$ cat src/rtl/uart_rx_frame_engine_if.sv
// RX frame engine result bus: word, status pulses and busy.
// master = engine side (drives), slave = consumer side (observes).
interface uart_rx_frame_engine_if #(
  parameter int MAX_DATA_WIDTH = 9
);
  logic [MAX_DATA_WIDTH-1:0] p_data;
  logic                      data_valid;
  logic                      parity_error;
  logic                      framing_error;
  logic                      break_det;
  logic                      busy;

  modport master (
    output p_data,
    output data_valid,
    output parity_error,
    output framing_error,
    output break_det,
    output busy
  );

  modport slave (
    input p_data,
    input data_valid,
    input parity_error,
    input framing_error,
    input break_det,
    input busy
  );
endinterface

$ cat src/rtl/uart_rx_frame_engine.sv
// UART receive engine: sync, 3-sample vote, deserializer, parity/stop.
// In: clk, rst (async low), rx_in, per-frame config. Out: rx_o bus.
module uart_rx_frame_engine #(
  parameter int MAX_DATA_WIDTH = 9,
  parameter int SYNC_STAGES    = 2,
  parameter int PRESCALE_W     = 8
) (
  input  logic                  clk,
  input  logic                  rst,
  input  logic                  rx_in,
  input  logic [PRESCALE_W-1:0] prescale,
  input  logic [3:0]            data_len,
  input  logic                  par_enable,
  input  logic                  par_odd,
  input  logic                  two_stop,
  uart_rx_frame_engine_if.master rx_o
);
  localparam int DW = MAX_DATA_WIDTH;
  localparam int SS = (SYNC_STAGES < 2) ? 2 : SYNC_STAGES;
  localparam logic [3:0] LEN_MAX = 4'(DW);
  localparam logic [PRESCALE_W-1:0] PS_MIN = PRESCALE_W'(4);

  typedef enum logic [2:0] {
    IDLE, START, DATA, PARITY, STOP1, STOP2, DONE
  } state_e;

  state_e                state_q, state_d;
  logic [SS-1:0]         sync_q, sync_d;
  logic [PRESCALE_W-1:0] edge_q, edge_d;
  logic [PRESCALE_W-1:0] ps_q, ps_d;
  logic [3:0]            bit_q, bit_d;
  logic [3:0]            len_q, len_d;
  logic                  pen_q, pen_d;
  logic                  podd_q, podd_d;
  logic                  tstop_q, tstop_d;
  logic [2:0]            samp_q, samp_d;
  logic [DW-1:0]         shift_q, shift_d;
  logic [DW-1:0]         pdata_q, pdata_d;
  logic                  pacc_q, pacc_d;
  logic                  perr_q, perr_d;
  logic                  ferr_q, ferr_d;
  logic                  zero_q, zero_d;

  logic                  rx_s;
  logic                  bit_end;
  logic                  s2;
  logic                  vote;
  logic                  start_frame;
  logic [PRESCALE_W-1:0] half;
  logic [PRESCALE_W-1:0] last;
  logic [PRESCALE_W-1:0] ps_eff;
  logic [3:0]            len_eff;

  assign sync_d  = {sync_q[SS-2:0], rx_in};
  assign rx_s    = sync_q[SS-1];
  assign half    = ps_q >> 1;
  assign last    = ps_q - 1'b1;
  assign bit_end = (edge_q == last);

  // With P=4 the third sample lands on the decision
  // cycle, so the vote takes that sample live.
  assign s2   = (edge_q == half + 1'b1) ? rx_s : samp_q[2];
  assign vote = (samp_q[0] & samp_q[1]) |
                (samp_q[0] & s2) |
                (samp_q[1] & s2);

  assign ps_eff = (prescale < PS_MIN) ? PS_MIN : prescale;

  always_comb begin
    len_eff = data_len;
    if (data_len < 4'd5) len_eff = 4'd5;
    else if (data_len > LEN_MAX) len_eff = LEN_MAX;
  end

  always_comb begin
    state_d     = state_q;
    edge_d      = edge_q;
    bit_d       = bit_q;
    ps_d        = ps_q;
    len_d       = len_q;
    pen_d       = pen_q;
    podd_d      = podd_q;
    tstop_d     = tstop_q;
    samp_d      = samp_q;
    shift_d     = shift_q;
    pdata_d     = pdata_q;
    pacc_d      = pacc_q;
    perr_d      = perr_q;
    ferr_d      = ferr_q;
    zero_d      = zero_q;
    start_frame = 1'b0;

    if (edge_q == half - 1'b1) samp_d[0] = rx_s;
    if (edge_q == half)        samp_d[1] = rx_s;
    if (edge_q == half + 1'b1) samp_d[2] = rx_s;

    if (state_q inside {START, DATA, PARITY, STOP1, STOP2})
      edge_d = bit_end ? '0 : edge_q + 1'b1;

    unique case (state_q)
      IDLE: begin
        if (!rx_s) begin
          state_d     = START;
          edge_d      = '0;
          start_frame = 1'b1;
        end
      end
      START: begin
        if (bit_end) begin
          state_d = vote ? IDLE : DATA;
          bit_d   = '0;
        end
      end
      DATA: begin
        if (bit_end) begin
          for (int i = 0; i < DW; i++)
            if (bit_q == 4'(i)) shift_d[i] = vote;
          pacc_d = pacc_q ^ vote;
          if (vote) zero_d = 1'b0;
          if (bit_q == len_q - 4'd1) begin
            state_d = pen_q ? PARITY : STOP1;
            bit_d   = '0;
          end else begin
            bit_d = bit_q + 4'd1;
          end
        end
      end
      PARITY: begin
        if (bit_end) begin
          if (vote != (pacc_q ^ podd_q)) perr_d = 1'b1;
          if (vote) zero_d = 1'b0;
          state_d = STOP1;
        end
      end
      STOP1: begin
        if (bit_end) begin
          if (!vote) ferr_d = 1'b1;
          else       zero_d = 1'b0;
          if (tstop_q) begin
            state_d = STOP2;
          end else begin
            state_d = DONE;
            pdata_d = shift_q;
          end
        end
      end
      STOP2: begin
        if (bit_end) begin
          if (!vote) ferr_d = 1'b1;
          else       zero_d = 1'b0;
          state_d = DONE;
          pdata_d = shift_q;
        end
      end
      DONE: begin
        perr_d = 1'b0;
        ferr_d = 1'b0;
        if (!rx_s) begin
          // The line has already been low for one cycle
          // here, so this cycle stands in for edge 0.
          state_d     = START;
          edge_d      = PRESCALE_W'(1);
          start_frame = 1'b1;
        end else begin
          state_d = IDLE;
        end
      end
      default: state_d = IDLE;
    endcase

    if (start_frame) begin
      ps_d    = ps_eff;
      len_d   = len_eff;
      pen_d   = par_enable;
      podd_d  = par_odd;
      tstop_d = two_stop;
      bit_d   = '0;
      shift_d = '0;
      pacc_d  = 1'b0;
      perr_d  = 1'b0;
      ferr_d  = 1'b0;
      zero_d  = 1'b1;
    end
  end

  always_ff @(posedge clk or negedge rst) begin
    if (!rst) begin
      state_q <= IDLE;
      sync_q  <= '1;
      edge_q  <= '0;
      bit_q   <= '0;
      ps_q    <= PS_MIN;
      len_q   <= 4'd5;
      pen_q   <= 1'b0;
      podd_q  <= 1'b0;
      tstop_q <= 1'b0;
      samp_q  <= '1;
      shift_q <= '0;
      pdata_q <= '0;
      pacc_q  <= 1'b0;
      perr_q  <= 1'b0;
      ferr_q  <= 1'b0;
      zero_q  <= 1'b0;
    end else begin
      state_q <= state_d;
      sync_q  <= sync_d;
      edge_q  <= edge_d;
      bit_q   <= bit_d;
      ps_q    <= ps_d;
      len_q   <= len_d;
      pen_q   <= pen_d;
      podd_q  <= podd_d;
      tstop_q <= tstop_d;
      samp_q  <= samp_d;
      shift_q <= shift_d;
      pdata_q <= pdata_d;
      pacc_q  <= pacc_d;
      perr_q  <= perr_d;
      ferr_q  <= ferr_d;
      zero_q  <= zero_d;
    end
  end

  assign rx_o.p_data        = pdata_q;
  assign rx_o.data_valid    = (state_q == DONE) & ~perr_q & ~ferr_q;
  assign rx_o.parity_error  = (state_q == DONE) & perr_q;
  assign rx_o.framing_error = (state_q == DONE) & ferr_q;
  assign rx_o.break_det     = (state_q == DONE) & zero_q;
  assign rx_o.busy          = (state_q != IDLE);
endmodule

$ cat src/flat_wrapper.sv
// flat-port wrapper written by rule: the top's interface ports become plain ports
module uart_rx_frame_engine_flat 
#(
  parameter int MAX_DATA_WIDTH = 9,
  parameter int SYNC_STAGES    = 2,
  parameter int PRESCALE_W     = 8
)
  (clk, rst, rx_in, prescale, data_len, par_enable, par_odd, two_stop, rx_o_p_data, rx_o_data_valid, rx_o_parity_error, rx_o_framing_error, rx_o_break_det, rx_o_busy);
  uart_rx_frame_engine_if #(.MAX_DATA_WIDTH(MAX_DATA_WIDTH)) rx_o_i ();
  input  logic clk;
  input  logic rst;
  input  logic rx_in;
  input  logic [PRESCALE_W-1:0] prescale;
  input  logic [3:0] data_len;
  input  logic par_enable;
  input  logic par_odd;
  input  logic two_stop;
  output wire logic [$bits(rx_o_i.p_data)-1:0] rx_o_p_data;
  output wire logic [$bits(rx_o_i.data_valid)-1:0] rx_o_data_valid;
  output wire logic [$bits(rx_o_i.parity_error)-1:0] rx_o_parity_error;
  output wire logic [$bits(rx_o_i.framing_error)-1:0] rx_o_framing_error;
  output wire logic [$bits(rx_o_i.break_det)-1:0] rx_o_break_det;
  output wire logic [$bits(rx_o_i.busy)-1:0] rx_o_busy;
  assign rx_o_p_data = rx_o_i.p_data;
  assign rx_o_data_valid = rx_o_i.data_valid;
  assign rx_o_parity_error = rx_o_i.parity_error;
  assign rx_o_framing_error = rx_o_i.framing_error;
  assign rx_o_break_det = rx_o_i.break_det;
  assign rx_o_busy = rx_o_i.busy;
  uart_rx_frame_engine #(.MAX_DATA_WIDTH(MAX_DATA_WIDTH), .SYNC_STAGES(SYNC_STAGES), .PRESCALE_W(PRESCALE_W)) u_core (.clk(clk), .rst(rst), .rx_in(rx_in), .prescale(prescale), .data_len(data_len), .par_enable(par_enable), .par_odd(par_odd), .two_stop(two_stop), .rx_o(rx_o_i));
endmodule
$ cat config.mk
export PLATFORM = sky130hd
export DESIGN_NAME = uart_rx_frame_engine_flat
export DESIGN_NICKNAME = d
export VERILOG_FILES = /design/src/rtl/uart_rx_frame_engine_if.sv /design/src/rtl/uart_rx_frame_engine.sv /design/src/flat_wrapper.sv
export SDC_FILE = /design/constraint.sdc
export NUM_CORES = 1
export LEC_CHECK = 0
export BUFFER_PORTS_ARGS = -buffer_cell sky130_fd_sc_hd__buf_2
export CELL_PAD_IN_SITES_DETAIL_PLACEMENT = 0
export CELL_PAD_IN_SITES_GLOBAL_PLACEMENT = 1
export CORE_MARGIN = 3
export CORE_UTILIZATION = 46
export DETAILED_ROUTE_END_ITERATION = 8
export PLACE_DENSITY = 0.82
export SLEW_MARGIN = 5
export SYNTH_ARGS = -nofsm -noshare
export SYNTH_HDL_FRONTEND = slang
export SYNTH_SLANG_ARGS = --single-unit
$ cat constraint.sdc
create_clock -name clk -period 3.6 [get_ports clk]
set_input_delay 0.18 -clock clk [delete_from_list [all_inputs] [get_ports clk]]
set_output_delay 0.18 -clock clk [all_outputs]
set_load 0.02 [all_outputs]
==> flow_metrics.py <==
metrics = {
    "global_routing": {
        "grt_max_degree": 36,
        "overflow": 0,
        "grt_pass1_vias": 2896,
        "grt_use_total_pct": 20.5,
        "grt_pass1_wl_um": 14600,
        "antenna_found_initial": 0,
    },
    "worst_setup_path": {
        "critical_path.top_delay_family": "simple AND/OR/NAND/NOR gates",
        "r2r_slack_ns": 0.36,
        "cp.required_ns": 3.83,
        "rr_worst_depth": 10,
        "critPathArrivalTime_ns": 3.47,
        "cp-start-kind": "register",
        "critPathMaxStageDelay_ns": 0.48,
        "cp_max_fo": 11,
        "path_cells": "inv_1, ha_1, nor3b_4, nand3_1, a222oi_1, nand3_2, nor4_4, buf_4, a21oi_1, a311oi_1",
        "crit_path_top_delay_cell": "dfrtp_1",
        "critPathBufInv": 2,
        "end_kind": "register",
        "rr_startpoint": "u_core.ps_q[1]",
        "regToRegEndpoint": "u_core.shift_q[3]",
        "path_class": "reg -> reg",
    },
    "floorplanning": {
        "dieWidth_um": 95.8,
        "core-area_um2": 7770,
        "die_height_um": 95.8,
        "rows": 32,
        "start_util_pct": 47.7,
        "io_pins": 32,
        "die_area_um2": 9170,
    },
    "cts": {
        "cts_resized": 0,
        "clk_pin_slew_ns": 0.07,
        "clk_latency_ns": 0.34,
        "cts_root_buffer": "clkbuf_8",
        "cts_buffer_depth": 2,
        "htree_levels": 3,
        "clkSinkCount": 57,
        "cts_tree": "done",
        "cts_buffers": 9,
    },
    "routing": {
        "num_vias": 3124,
        "wire_per_inst_um": 15.8,
        "drtPass1Iterations": 6,
        "wl_um": 8600,
        "final_antenna_net_count": 0,
        "via_per_inst": 5.75,
        "dr.first_iter.drc_count": 153,
        "drc": 0,
    },
    "logic_synthesis": {
        "synth_edf_count": 0,
        "synth_cells": 413,
        "syn_avg_cell_area_um2": 8.97,
        "yosysUniqueCellTypes": 62,
        "syn_nets": 442,
        "synth-seq-cells": 57,
        "synth_flop_cell": "dfrtp_1",
        "ys_warn_count": 0,
        "async_reset_ff_share_pct": 100,
        "synth.cell_area_um2": 3710,
        "ys_seq_area_share_pct": 38.8,
    },
    "layout": {
        "most-common-layout-cells": "57 x nand2_1, 49 x dfrtp_1, 32 x nor2_1, 31 x buf_2",
        "fillers": 755,
        "final_common_cell": "nand2_1",
        "layout-drive-gt1-share_pct": 18.8,
        "final_util_pct": 52.8,
        "antenna_cells": 0,
        "finish.instance_area_um2": 4100,
        "multi_input_area_um2": 2060,
        "nNetsFinal": 465,
        "area_delta_synth_final_pct": 10.6,
        "seq_area_um2": 1440,
    },
    "sta": {
        "worst_pin_slew_ns": 0.883,
        "rsz0062_at_grt": "false",
        "timing.final.crit_share_pct": 89.9,
        "min_period_ns": 3.24,
        "relSlewSlack_pct": 41.1,
        "setup-tns-final_ns": 0,
        "fmax_mhz": 309,
        "finalWorstSetupSlack_ns": 0.362,
        "fin_skew_ns": 0.00847,
        "drv_slew": 0,
        "final_hold_viol_count": 0,
        "setup_viol": 0,
    },
    "power_and_ir_drop": {
        "p_leak_nw": 1.84,
        "power.density_nw_per_um2": 682,
        "irDropWorstVdd_mv": 0.358,
        "finalPower_w": 0.00280,
    },
    "placement": {
        "placed_area_um2": 3870,
        "post-place-ws_ns": 0.390,
        "io_buffers": 31,
        "dpl.hpwl_um": 6040,
        "gp_congestion": 0.900,
    },
    "outcome": {
        "status": "finished, final reports clean",
    },
    "hold_path": {
        "worstHoldEndpoint": "u_core.pen_q",
        "hp-class": "in -> reg",
        "hold_depth": 3,
        "min_from": "par_enable",
    },
    "job": {
        "cap_violations": 0,
    },
}
-- through the flow --
step	instances	hold WS, ns
2_1_floorplan	413	-0.116
3_3_place_gp	523	0.285
3_5_place_dp	523	0.286
4_1_cts	541	0.0314
5_1_grt	543	0.0504
6_report	543	0.0466
-- synth_stat cells (all sizes together), types with 6 or more instances --
cell type  count  area, um2
ha            11        138
and4           6       52.6
mux2i          6       63.8
xnor2         18        158
clkbuf        12       45.0
and3           9       56.3
nor3           8       40.0
nand3         13       70.1
buf           15        105
o21ai         24        124
dfrtp         49       1230
a21oi         24        128
nor2          32        120
xor2          17        149
dfstp          8        210
nand4         11       68.8
mux2          12        135
a311oi         7       61.3
nor4           7       73.8
nand2         57        214
inv           16       60.1
-- state kept, by name, summed over array words and instances, names as in the netlist --
name	flops
u_core.rx_o.p_data	9
u_core.shift_q	9
u_core.edge_q	8
u_core.ps_q	8
u_core.bit_q	4
u_core.len_q	4
u_core.samp_q	3
u_core.state_q	3
u_core.sync_q	2
u_core.ferr_q	1
u_core.pacc_q	1
u_core.pen_q	1
u_core.perr_q	1
u_core.podd_q	1
u_core.tstop_q	1
u_core.zero_q	1
-- report_power, final --
part	total, W	internal, W	switching (W)
Sequential	0.00106	0.000783	0.000276
Clock	0.000599	0.000336	0.000263
Combinational	0.00114	0.000476	0.000661
-- metal layers --
metal	share of wire (%)	GRT usage, %
met1	50	30.8
met5	0	0
met4	0.88	6.52
met3	5.3	4.22
met2	44	29.4
-- kinds of logic after synthesis --
| family | synth area share [%] |
|---|---|
| simple gates | 22.8 |
| compound gates | 15.4 |
| flops | 38.8 |
| buf+inv | 5.77 |
| xor+xnor | 8.27 |
| mux | 5.37 |
| fa+ha+maj | 3.71 |
-- how the worst max path moves through the flow --
| stage | end | slack [ns] | from | depth (start not counted) |
|---|---|---|---|---|
| floorplan | u_core.rx_o.p_data[3] | 0.88 | u_core.ps_q[2] | 11 |
| global placement | u_core.shift_q[1] | 0.55 | u_core.ps_q[1] | 9 |
| detailed placement | u_core.shift_q[3] | 0.39 | u_core.ps_q[1] | 9 |
| CTS | u_core.shift_q[3] | 0.36 | u_core.ps_q[1] | 9 |
| global route | u_core.shift_q[3] | 0.04 | u_core.ps_q[1] | 10 |
| finish | u_core.shift_q[3] | 0.36 | u_core.ps_q[1] | 10 |
-- final cells by class --
| class | instances | area share, % |
|---|---|---|
| inverters | 17 | 1.56 |
| flip-flops and latches | 57 | 35.0 |
| clock buffers | 11 | 3.45 |
| clock inverters | 5 | 1.34 |
| repair buffers | 39 | 5.37 |
| multi-input cells | 312 | 50.1 |
| well taps | 102 | 3.11 |
-- worst register-to-register path, delay by kind of cell, from the launching register on --
| kind | cells | cell delay (ns) |
|---|---|---|
| buffers and inverters | 2 | 0.39 |
| AND/OR/NAND/NOR | 4 | 1.18 |
| flip-flops | 1 | 0.48 |
| adder cells (fa/ha/maj) | 1 | 0.26 |
| AO/OA/AOI/OAI | 3 | 0.84 |
-- timing repair --
item / in CTS / in global routing
setup endpoints to repair: 0 / 1
buffers inserted: 0 / 2
hold buffers: 2 / 0
endpoints found under the hold margin: 31 / 0
Power figures use the tool's default switching activity.
